`config.mk`:
```
export PLATFORM = sky130hd
export DESIGN_NAME = seq_detector_param_flat
export DESIGN_NICKNAME = d
export VERILOG_FILES = /design/src/rtl/seq_detector_param_if.sv /design/src/rtl/seq_detector_param.sv /design/src/flat_wrapper.sv
export SDC_FILE = /design/constraint.sdc
export NUM_CORES = 1
export LEC_CHECK = 0
export CAP_MARGIN = 10
export CELL_PAD_IN_SITES_DETAIL_PLACEMENT = 0
export CELL_PAD_IN_SITES_GLOBAL_PLACEMENT = 2
export CORE_UTILIZATION = 19
export CTS_CLUSTER_SIZE = 40
export DETAILED_ROUTE_END_ITERATION = 8
export GPL_TIMING_DRIVEN = 1
export PLACE_DENSITY = 0.83
export SKIP_LAST_GASP = 1
export SLEW_MARGIN = 10
export SYNTH_ARGS = -nofsm -noshare
export SYNTH_HDL_FRONTEND = slang
export SYNTH_SLANG_ARGS = --single-unit
```
`constraint.sdc`:
```
create_clock -name clk -period 1.7 [get_ports clk]
set_clock_uncertainty 0.2 [all_clocks]
set_input_delay 0.34 -clock clk [delete_from_list [all_inputs] [get_ports clk]]
set_output_delay 0.34 -clock clk [all_outputs]
set_load 0.05 [all_outputs]
```
`src/rtl/seq_detector_param_if.sv`:
```
// Serial-stream bundle for seq_detector_param: qualified input bit,
// runtime pattern/mask/mode controls, and the match outputs.
interface seq_detector_param_if #(
  parameter int PAT_W = 4,
  parameter int CNT_W = 8
);
  logic             din_valid;
  logic             din;
  logic [PAT_W-1:0] pattern;
  logic [PAT_W-1:0] mask;
  logic             overlap;
  logic             clear;
  logic             match;
  logic [CNT_W-1:0] match_count;

  modport master (
    output din_valid, din, pattern, mask,
    output overlap, clear,
    input  match, match_count
  );

  modport slave (
    input  din_valid, din, pattern, mask,
    input  overlap, clear,
    output match, match_count
  );
endinterface

```
`src/rtl/seq_detector_param.sv`:
```
// Masked, programmable serial sequence detector with overlap control.
// Define SEQDET_COUNT_EN to build the saturating match counter.
module seq_detector_param #(
  parameter int PAT_W = 4,
  parameter int CNT_W = 8
) (
  input logic              clk,
  input logic              rst_n,
  seq_detector_param_if.slave bus
);

  localparam int FW = $clog2(PAT_W + 1);
  localparam logic [FW-1:0] FILL_MAX = FW'(PAT_W);
  localparam logic [FW-1:0] FILL_MIN = FW'(PAT_W - 1);

  // The oldest window bit is never re-read, so only PAT_W-1 are kept.
  logic [PAT_W-2:0] hist;
  logic [FW-1:0]    fill;
  logic             match_q;
  logic [PAT_W-1:0] nxt;
  logic             cmp_ok;
  logic             hit;

  assign nxt    = {hist, bus.din};
  assign cmp_ok = ((nxt ^ bus.pattern) & bus.mask) == '0;
  assign hit    = bus.din_valid && (fill >= FILL_MIN) && cmp_ok;

  always_ff @(posedge clk or negedge rst_n) begin
    if (!rst_n) begin
      hist    <= '0;
      fill    <= '0;
      match_q <= 1'b0;
    end else if (bus.clear) begin
      hist    <= '0;
      fill    <= '0;
      match_q <= 1'b0;
    end else if (hit) begin
      match_q <= 1'b1;
      if (bus.overlap) begin
        hist <= nxt[PAT_W-2:0];
        fill <= FILL_MAX;
      end else begin
        hist <= '0;
        fill <= '0;
      end
    end else if (bus.din_valid) begin
      hist    <= nxt[PAT_W-2:0];
      fill    <= (fill == FILL_MAX) ? FILL_MAX
                                    : fill + 1'b1;
      match_q <= 1'b0;
    end else begin
      match_q <= 1'b0;
    end
  end

  assign bus.match = match_q;

`ifdef SEQDET_COUNT_EN
  logic [CNT_W-1:0] cnt;

  always_ff @(posedge clk or negedge rst_n) begin
    if (!rst_n) begin
      cnt <= '0;
    end else if (bus.clear) begin
      cnt <= '0;
    end else if (hit && (cnt != '1)) begin
      cnt <= cnt + 1'b1;
    end
  end

  assign bus.match_count = cnt;
`else
  assign bus.match_count = '0;
`endif

endmodule

```
`src/flat_wrapper.sv`:
```
// flat-port wrapper written by rule: the top's interface ports become plain ports
module seq_detector_param_flat 
#(
  parameter int PAT_W = 4,
  parameter int CNT_W = 8
)
  (clk, rst_n, bus_din_valid, bus_din, bus_pattern, bus_mask, bus_overlap, bus_clear, bus_match, bus_match_count);
  seq_detector_param_if #(.PAT_W(PAT_W), .CNT_W(CNT_W)) bus_i ();
  input logic clk;
  input logic rst_n;
  input wire logic [$bits(bus_i.din_valid)-1:0] bus_din_valid;
  input wire logic [$bits(bus_i.din)-1:0] bus_din;
  input wire logic [$bits(bus_i.pattern)-1:0] bus_pattern;
  input wire logic [$bits(bus_i.mask)-1:0] bus_mask;
  input wire logic [$bits(bus_i.overlap)-1:0] bus_overlap;
  input wire logic [$bits(bus_i.clear)-1:0] bus_clear;
  output wire logic [$bits(bus_i.match)-1:0] bus_match;
  output wire logic [$bits(bus_i.match_count)-1:0] bus_match_count;
  assign bus_i.din_valid = bus_din_valid;
  assign bus_i.din = bus_din;
  assign bus_i.pattern = bus_pattern;
  assign bus_i.mask = bus_mask;
  assign bus_i.overlap = bus_overlap;
  assign bus_i.clear = bus_clear;
  assign bus_match = bus_i.match;
  assign bus_match_count = bus_i.match_count;
  seq_detector_param #(.PAT_W(PAT_W), .CNT_W(CNT_W)) u_core (.clk(clk), .rst_n(rst_n), .bus(bus_i));
endmodule
```
Word-level counts from Yosys, hierarchy flattened
Cells that the tools add are included.
{"block": "classes", "add_sub_neg": 1, "reduce_logical": 4, "bitwise": 2, "n_mux": 11, "eq_ne": 1, "n_lt_le_gt_ge": 1}
{"operator": "$mux W3", "n": 9}
{"operator": "$and A4 B4 Y4", "n": 1}
{"operator": "$logic_not A4 Y1", "n": 1}
{"operator": "$xor A4 B4 Y4", "n": 1}
{"operator": "$add A3 B1 Y3 const B", "n": 1}
{"operator": "$eq A3 B3 Y1 const B", "n": 1}
{"operator": "$ge A3 B2 Y1 const B", "n": 1}
{"operator": "$reduce_bool A3 Y1", "n": 1}
{"operator": "$logic_and A1 B1 Y1", "n": 2}
{"operator": "$mux W1", "n": 2}
{"block": "totals", "out_inout_bits": 9, "regBits": 7, "in_bits": 14, "elab_cells": 23}

Longest topological paths before layout
{"block": "depth", "depth_word": 6, "mapped_depth": 6, "ltp_nobuf": 6}

Worst setup path after synthesis
No wires, ideal clock.
{"block": "synth_path", "kind": "register -> register", "startpoint": "register u_core.fill[0]", "endpoint": "register u_core.fill[2]", "arrival_time_ps": 1441, "synth_period_minus_slack_ps": 1740, "setup_time_ps": 99, "required_ps": 1401, "path_buffers": 0, "slack_ps": -40, "stages_incl_launch_ff": 7, "path_cell_list": "dfrtp_1 ha_1 ha_1 a211oi_1 a211oi_1 and3b_2 a311oi_1"}
{"block": "synth_between", "elab_chain_len": 5, "elab_cells_between_ends": 10, "cone_classes": "1 x add/sub; 1 x order compare; 1 x eq/ne; 4 x mux; 3 x reduce/logical"}
{"item": "from (decl)", "line_no": "seq_detector_param.sv:18", "rtl": "logic [FW-1:0] fill;"}
{"item": "from (signal assigned)", "line_no": "seq_detector_param.sv:48", "rtl": "fill <= (fill == FILL_MAX) ? FILL_MAX"}
{"item": "$add A3 B1 Y3 (tied with other cells)", "line_no": "seq_detector_param.sv:49", "rtl": ": fill + 1'b1;"}
{"item": "$mux W3 or $logic_and A1 B1 Y1 (tied branches)", "line_no": "seq_detector_param.sv:48, seq_detector_param.sv:26"}
{"item": "$mux W3 or $logic_and A1 B1 Y1 (tied branches)", "line_no": "seq_detector_param.sv:46, seq_detector_param.sv:26"}
{"item": "$mux W3", "line_no": "seq_detector_param.sv:37", "rtl": "end else if (hit) begin"}
{"item": "$mux W3", "line_no": "seq_detector_param.sv:33", "rtl": "end else if (bus.clear) begin"}
Parallel ways exist; a longest one is shown, timed or not. The select of a mux whose other input is x is not followed.
A chain may end at the register's enable or synchronous reset.

Worst setup path in the final report
{"block": "layout_path", "startpoint": "register u_core.fill[1]", "endpoint": "register u_core.fill[2]"}
The elaborated chain is that of the path after synthesis.

==> metrics <==
outcome finished, violations left; failing checks setup timing; PnR worst setup slack -0.0476 ns; crit path max fanout 4; share of cells above drive strength 1 0.299; RR Startpoint u_core.fill[1]$_DFFE_PN0P_; row cnt 17; I/O pins 23; CP startpoint kind flop; n_diodes 0; pre-CTS setup slack -0.400 ns; Clock Path Buffers 2; Initial Util 0.209; CP max stage delay 0.39 ns; Final HPWL DP 899 um; gr ovfl total 0; crit-path cells ha_2 -> ha_4 -> a211oi_4 -> a211oi_2 -> and3b_2 -> a311oi_1; crit-path leading delay family compound AO/OA/AOI/OAI gates; clock group share of total power 0.314; CTS tree built; NumNets Final 95; Post-Syn Instances 51; clock sink count 7; maximum clock rate 572 MHz; worst path arrival time 1.71 ns; required time of the critical path 1.66 ns; Comb pwr share 0.321; HP Class input port to async pin; gpl congestion 0.794; Placed Area 694 um^2; vias per inst 4.29; Cell Area, Synth 479 um^2; Switching Power 0.000164 W; number of I/O port buffers 14; Critical Path End Type flop; Design Area, Final 786 um^2; WL final 1.20 mm; clk root buf clkbuf_4; register area share after synthesis 0.366; unique cell type count in the Yosys netlist 21; chip height 52.2 um; largest net degree at the start of global routing 8; clock latency on the worst-skew pair 0.26 ns; CTS Buf Count 3; first-pass GRT wire length 1.77 mm; Tot GR Track Use 0.0938; Slowest cell on crit path dfrtp_1; RSZ-0062 raised after global routing true; DRC 0; core region area 2300 um^2; internal power consumption 0.000335 W; Fillers 237; YS warnings 0; synthesis-to-finish area growth 64.0%; max-slew violations 0; H-tree Lvls 1; Buf/Inv on CP 0; CTS clk-pin slew, worst paths 0.05 ns; Final ANT Viol Nets 0; die area 2730 um^2; vias in the first global route 403; Max-Cap Viols 0; CP Class flop to flop; Leakage 0.376 nW; final setup fails 4; CP Launch Point u_core.fill[1]$_DFFE_PN0P_; fin crit period 1.75 ns; Die X 52.2 um; Initial DRT Pass Iterations 4; Final Util 0.342; syn_area_per_cell 9.40 um^2; maximum vdd drop 0.000397 V; Seq pwr share 0.365; initial antenna violation count 0; PwrDens 635 nW/um^2; CTS Hold Bufs 0; WL/cell 11.4 um; Final Hold Vio Count 0; Sw Ratio 0.328; via count 450; drt initial violations 9; Yosys reg bits 7; fin crit share 1.03
[sequential cells by signal (all words and copies together) (netlist names)]
name	flops
u_core.fill	3
u_core.hist	3
u_core.bus.match	1
[per-layer routing]
layer | share of wire | global-route usage | vias up
met1 | 0.46 | 0.121 | 213
li1 | - | - | 217
met3 | 0.073 | 0.0522 | 2
met4 | 0.0067 | 0.0263 | 0
met2 | 0.45 | 0.132 | 18
met5 | 0 | 0 | -
[layout by cell type (no fill, tap or decap), drive strengths merged, types with 2 or more instances in the layout]
| master | n |
|---|---|
| nand3 | 3 |
| ha | 3 |
| clkbuf | 4 |
| dfrtp | 7 |
| a211oi | 2 |
| conb | 8 |
| clkdlybuf4s50 | 9 |
| dlymetal6s2s | 2 |
| inv | 5 |
| xor2 | 4 |
| o31ai | 3 |
| nand2 | 4 |
| buf | 11 |
| dlygate4sd2 | 2 |
[metrics by stage]
stage	TNS [ns]	total power [W]	hold slack, ns	instances
after CTS	-0.189	0.000505	0.155	104
after global routing	-0.608	0.000526	0.190	105
after detailed placement	-2.43	0.000331	0.328	99
final	-0.0897	0.000499	0.152	105
after floorplan	0	0.000278	-0.156	58
after global placement	-2.16	0.000330	0.331	99
[what timing repair did]
action,4_1_cts,5_1_grt
setup buffers,1,1
resized for setup,7,6
pin swaps,8,4
hold endpoints to repair,0,0
setup endpoints to repair,7,7
[final timing paths]
| kind | end | slack (ns) | cells past startpoint |
|---|---|---|---|
| setup / recovery | u_core.fill[2]$_DFFE_PN0P_ | -0.05 | 6 |
| hold / removal | u_core.fill[0]$_DFFE_PN0P_ | 0.15 | 1 |
| hold reg to reg | u_core.hist[2]$_DFFE_PN0P_ | 0.35 | 2 |
| min in group clk | u_core.hist[0]$_DFFE_PN0P_ | 0.34 | 4 |
| max in group asynchronous | u_core.hist[0]$_DFFE_PN0P_ | 0.90 | 1 |
| setup reg to reg | u_core.fill[2]$_DFFE_PN0P_ | -0.05 | 6 |
[cell usage after synthesis]
cell type | instances | area, um^2
a2111oi_0 | 1 | 8.76
nand3_1 | 3 | 15.0
nand2b_1 | 1 | 6.26
ha_1 | 3 | 37.5
buf_1 | 1 | 3.75
nor3_1 | 1 | 5.00
dfrtp_1 | 7 | 175
xor2_1 | 4 | 35.0
a211oi_1 | 2 | 15.0
a222oi_1 | 1 | 10.0
o21ai_0 | 1 | 5.00
nor2_1 | 1 | 3.75
conb_1 | 1 | 3.75
a32o_1 | 1 | 10.0
nand2_1 | 4 | 15.0
and3b_2 | 1 | 10.0
a311oi_1 | 1 | 8.76
a41o_1 | 1 | 10.0
inv_1 | 5 | 18.8
o31ai_1 | 3 | 22.5
buf_4 | 8 | 60.1
[power groups by stage]
stage | combinational, W | sequential, W | clock (W)
final | 0.000160 | 0.000182 | 0.000157
after global routing | 0.000174 | 0.000184 | 0.000168
after CTS | 0.000158 | 0.000182 | 0.000165
after detailed placement | 0.000146 | 0.000185 | 0
after global placement | 0.000145 | 0.000185 | 0
after floorplan | 0.0000902 | 0.000188 | 0
[kinds of logic after synthesis]
| group | after synthesis | synth area share |
|---|---|---|
| buffers and inverters | 14 | 0.172 |
| AO/OA/AOI/OAI | 11 | 0.188 |
| AND/OR/NAND/NOR | 11 | 0.115 |
| flip-flops | 7 | 0.366 |
| XOR/XNOR | 4 | 0.0731 |
| adder cells (fa/ha/maj) | 3 | 0.0783 |
| other | 1 | 0.00783 |
[final cells by class]
cell class                 count  area [um^2]  area share
sequential                     7          175       0.223
clock buffer                   4         26.3      0.0334
timing repair buffer          24          228       0.290
inverter                       5         18.8      0.0239
multi-input combinational     37          303       0.385
tap                           28         35.0      0.0446
No activity file was read; power rests on OpenSTA's default activity.
